<file path="src/rtl/urt_tx_arb.sv">
// urt_tx_arb: round-robin arbiter that sequences NREQ byte requesters onto one urt_tx transmitter
module urt_tx_arb #(
    parameter int NREQ    = 4,
    parameter int IDW     = 2,
    parameter int TO_W    = 16,
    parameter int TIMEOUT = 2000
) (
    input  logic              i_clk,
    input  logic              i_rst_n,
    input  logic              i_enable,
    input  logic [NREQ-1:0]   i_req_valid,
    input  logic [8*NREQ-1:0] i_req_data,
    output logic [NREQ-1:0]   o_req_ready,
    output logic              o_tx_signal,
    output logic [7:0]        o_tx_data,
    input  logic              i_tx_done,
    output logic              o_busy,
    output logic              o_done_valid,
    output logic [IDW-1:0]    o_done_id,
    output logic              o_err,
    input  logic              i_err_clr
);
    typedef enum logic [1:0] {IDLE, LAUNCH, WAIT} state_t;
    state_t          r_state;
    logic [IDW-1:0]  r_ptr, r_gnt, r_done_id, w_win, w_nxt;
    logic [TO_W-1:0] r_wd;
    logic [NREQ-1:0] r_req_ready;
    logic [7:0]      r_tx_data, w_data;
    logic            r_tx_signal, r_busy, r_done_valid, r_err;
    // winner: lowest pending id at or above ptr, else lowest pending id overall (wrap)
    always_comb begin
        w_win = '0;
        for (int k = NREQ - 1; k >= 0; k--)
            if (i_req_valid[k]) w_win = IDW'(k);
        for (int k = NREQ - 1; k >= 0; k--)
            if (i_req_valid[k] && k >= int'(r_ptr)) w_win = IDW'(k);
        w_nxt = (w_win == IDW'(NREQ - 1)) ? '0 : w_win + 1'b1;
    end
    // byte lane of the winning requester
    always_comb begin
        w_data = '0;
        for (int k = 0; k < NREQ; k++)
            if (w_win == IDW'(k)) w_data = i_req_data[8*k +: 8];
    end
    // sequencer: grant, launch, wait for done or watchdog expiry; all outputs registered
    always_ff @(posedge i_clk or negedge i_rst_n) begin
        if (!i_rst_n) begin
            r_state      <= IDLE;
            r_ptr        <= '0;
            r_gnt        <= '0;
            r_wd         <= '0;
            r_req_ready  <= '0;
            r_tx_signal  <= 1'b0;
            r_tx_data    <= 8'h00;
            r_busy       <= 1'b0;
            r_done_valid <= 1'b0;
            r_done_id    <= '0;
            r_err        <= 1'b0;
        end else begin
            r_req_ready  <= '0;
            r_tx_signal  <= 1'b0;
            r_done_valid <= 1'b0;
            if (i_err_clr) r_err <= 1'b0;
            case (r_state)
                IDLE: if (i_enable && |i_req_valid) begin
                    r_tx_data   <= w_data;
                    r_gnt       <= w_win;
                    r_ptr       <= w_nxt;
                    r_req_ready <= NREQ'(1) << w_win;
                    r_tx_signal <= 1'b1;
                    r_busy      <= 1'b1;
                    r_state     <= LAUNCH;
                end
                LAUNCH: begin
                    r_wd    <= '0;
                    r_state <= WAIT;
                end
                WAIT: if (i_tx_done) begin
                    r_done_valid <= 1'b1;
                    r_done_id    <= r_gnt;
                    r_busy       <= 1'b0;
                    r_state      <= IDLE;
                end else if (r_wd == TO_W'(TIMEOUT - 1)) begin
                    r_err     <= 1'b1;
                    r_done_id <= r_gnt;
                    r_busy    <= 1'b0;
                    r_state   <= IDLE;
                end else begin
                    r_wd <= r_wd + 1'b1;
                end
                default: r_state <= IDLE;
            endcase
        end
    end
    assign o_req_ready  = r_req_ready;
    assign o_tx_signal  = r_tx_signal;
    assign o_tx_data    = r_tx_data;
    assign o_busy       = r_busy;
    assign o_done_valid = r_done_valid;
    assign o_done_id    = r_done_id;
    assign o_err        = r_err;
endmodule

</file>
<file path="config.mk">
export PLATFORM = sky130hd
export DESIGN_NAME = urt_tx_arb
export DESIGN_NICKNAME = d
export VERILOG_FILES = /design/src/rtl/urt_tx_arb.sv
export SDC_FILE = /design/constraint.sdc
export NUM_CORES = 1
export LEC_CHECK = 0
export BUFFER_PORTS_ARGS = -buffer_cell sky130_fd_sc_hd__buf_2
export CAP_MARGIN = 40
export CORE_MARGIN = 5
export CORE_UTILIZATION = 35
export CTS_BUF_LIST = sky130_fd_sc_hd__clkbuf_4 sky130_fd_sc_hd__clkbuf_8
export CTS_CLUSTER_SIZE = 40
export DETAILED_ROUTE_END_ITERATION = 7
export GPL_TIMING_DRIVEN = 0
export SLEW_MARGIN = 0
export SYNTH_ARGS = -nofsm -noshare
export SYNTH_HDL_FRONTEND = slang
export SYNTH_SLANG_ARGS = --single-unit
</file>
<file path="constraint.sdc">
create_clock -name i_clk -period 2.62 [get_ports i_clk]
set_input_delay 0.262 -clock i_clk [delete_from_list [all_inputs] [get_ports i_clk]]
set_output_delay 0.262 -clock i_clk [all_outputs]
set_load 0.005 [all_outputs]
</file>
==> run metrics <==
status finished clean; Seq/Total Area, Yosys between 40% and 50%; initial antenna violation count 0; Syn Inst Count 224; DP Wirelength 4.00 mm; largest net degree at the start of global routing 27; CTS tree yes; WHS Endpoint o_err; sequential group share of total power around two fifths; Worst R2R End o_tx_data[6]; most frequent cells in the layout buf_2 (59), dfrtp_1 (40), nand2_1 (22); Setup Buffers After CTS 0; Mapped Nets 270; crit start category register; DR iter-0 viols 82; Vias/cell 5.37; highest clock rate 412 MHz; Die H between 80 and 90 µm; Sw Ratio 36.4%; crit-path max FO 10; CP Capture Type register; Synth warnings 0; H-Tree Level Count 2; Yosys top cell area share ~46%; ratio of cells with drive above 1 in the final layout just under 30%; fraction of registers with async set/reset 100%; initial core utilization a little over a third; vias in the first global route between 1500 and 2000; internal power ~1.4 mW; CP Class register to register; CTS max path bufs 2; worst path bufs/invs 2; Post-synth EDFFs 0; switching pwr about 0.78 mW; core box area ~0.006 mm²; Worst EP required around 2.8 ns; Distinct cells, synth 42; worst path arrival time 2.61 ns; Die Width just under 90 µm; cell area after synthesis around 0.0022 mm²; Hold Path Depth 2; final std cells w/o fill approximately 370; count of final setup violators 0; CP max stage cell dfrtp_1; vias just under 2000; Peak supply drop 359 µV; Avg Cell Area, Syn around 10 µm²; clock-pin slew on the worst setup and hold paths roughly 0.080 ns; Site Rows 28; Final period util between 90 and 100%; insertion delay of the later-clocked pin in the worst-skew pair roughly 0.29 ns; Gate power share between 30% and 40%; Fillers between 500 and 600; Residual DRC 0; Hold Fails Final Rpt 0; area leader, netlist dfrtp_1; global-route wire length before repair 9.30 mm; GRT Util Overall 14.9%; Reg-to-Reg Start r_ptr[0]; Reg2Reg Setup Slack between 0.15 and 0.2 ns; ys flop type dfrtp_1; wire per inst about 15 µm; DP Cell Count around 360; synthesis-to-layout area growth 23.8%; Antenna Diode Count 0; post-route minimum period around 2.4 ns; die footprint a little under 0.008 mm²; fin. max-slew vios 0; Hold WS about 0.16 ns; clk_skew approximately 0.0071 ns; overflow left after global routing 0; most frequent standard cell in the layout excluding fill and tap cells buf_2; Max-Cap Viols 0; RSZ-0062 raised after global routing false; Root Buffer clkbuf_8; HP Class primary input to register; Post-layout nets 336; DRT antenna net count 0; Pre-antenna DRT Iters 4; Clock Sinks 40; Clock power frac between 10% and 20%; leak pwr ~1.3 nW; GP Congestion 0.851; Worst R2R Path Depth 9; P per Cell Area around 800 mW/mm²; Port Buf Inserts 58; Yosys reg bits 40; Slew @ Worst Pin roughly 0.73 ns; total CTS buffers 5; io pins 59; worst-path cell chain inv_1, a22o_1, a211oi_4, ha_1, clkbuf_1, and3b_1, a211oi_1, o311ai_0, o21a_1; max incr delay on CP around 0.42 ns; min-delay src i_err_clr; main area contributors after synthesis dfrtp_1 (46%), nand2_1 (3.8%), inv_1 (3.3%), mux2i_1 (3.2%), ha_1 (2.9%); Top delay family on crit path compound AO/OA/AOI/OAI gates; Worst slew margin around 50%; drt total wl between 5 and 6 mm
-- layout make-up --
class                   count  area [µm²]  area share, %
multi-input cells         155        1090           40.5
well taps                  75        93.8           3.48
plain buffers               9        37.5           1.39
clock inverters             1        5.00          0.185
flip-flops and latches     40        1000           37.1
inverters                  19        71.3           2.64
clock buffers               6        76.3           2.83
repair buffers             60         320           11.9
-- power groups by stage --
| stage | logic, mW | registers [mW] | clock network [mW] |
|---|---|---|---|
| final | 0.856 | 0.896 | 0.396 |
| after CTS | 0.852 | 0.889 | 0.409 |
| after global routing | 0.957 | 0.924 | 0.431 |
| after global placement | 0.828 | 0.895 | 0 |
| after floorplan | 0.526 | 0.895 | 0 |
| after detailed placement | 0.841 | 0.899 | 0 |
-- logic make-up (layout without fill, tap and decap cells) --
logic type,Yosys count,in the layout,synth area share (%)
compound gates,50,50,17.3
fa+ha+maj,5,5,2.87
buf+inv,29,95,5.05
flops,40,40,45.9
mux,12,12,5.79
simple gates,88,88,23.1
-- sequential cells by signal (all words and copies together), names as in the netlist, 2 cells and up --
register,cells
o_done_id,2
o_req_ready,4
o_tx_data,8
r_gnt,2
r_ptr,2
r_state,2
r_wd,16
-- per-layer routing --
layer	global-route usage (%)	vias to the layer above	routed length [µm]
li1	-	966	-
met1	19.4	922	2380
met2	24.6	65	2540
met3	4.42	8	379
met4	3.25	0	51
met5	0	-	0
-- metrics by stage --
step / setup WS [ns] / area [µm²] / TNS (ns) / power, mW / utilization [%]
floorplan: 0.339 / 2180 / 0 / 1.42 / -
global placement: -0.0889 / 2560 / -0.168 / 1.72 / 42.8
detailed placement: -0.107 / 2580 / -0.220 / 1.74 / 43.1
CTS: 0.0471 / 2680 / 0 / 2.15 / 44.8
global route: 0.00400 / 2700 / 0 / 2.31 / 45.1
finish: 0.192 / 2700 / 0 / 2.15 / 45.1
-- worst register-to-register path: stages (launching register included) --
cell,delay [ns]
dfrtp_1,0.42
inv_1,0.07
a22o_1,0.24
a211oi_4,0.34
ha_1,0.24
clkbuf_1,0.36
and3b_1,0.23
a211oi_1,0.15
o311ai_0,0.14
o21a_1,0.15
-- timing repair --
action	CTS	global route
hold buffers	1	0
endpoints found under the hold margin	14	0
resized for setup	2	6
setup endpoints to repair	8	8
-- synthesized netlist by cell type (all sizes together) (2+ instances only) --
cell type / n
a211o: 7
a211oi: 3
a21oi: 3
a221oi: 7
a31oi: 9
and2: 6
and3: 5
and4: 4
clkbuf: 9
dfrtp: 40
ha: 5
inv: 19
mux2: 5
mux2i: 7
nand2: 22
nand2b: 2
nand3: 12
nand4: 6
nor2: 11
nor2b: 3
nor3b: 2
nor4: 5
nor4b: 3
o2111ai: 4
o211ai: 5
o21ai: 5
or3: 4
-- how the worst max path moves through the flow --
stage | slack [ns] | to | depth (start not counted) | startpoint
after CTS | 0.05 | o_tx_data[1] | 9 | r_ptr[0]
after global placement | -0.09 | o_tx_data[6] | 10 | r_ptr[0]
after floorplan | 0.34 | o_tx_data[6] | 10 | r_ptr[0]
after detailed placement | -0.11 | o_tx_data[6] | 10 | r_ptr[0]
after global routing | 0.004 | o_tx_data[6] | 9 | r_ptr[1]
final | 0.19 | o_tx_data[6] | 9 | r_ptr[0]
(Power assumes the default switching activity.)
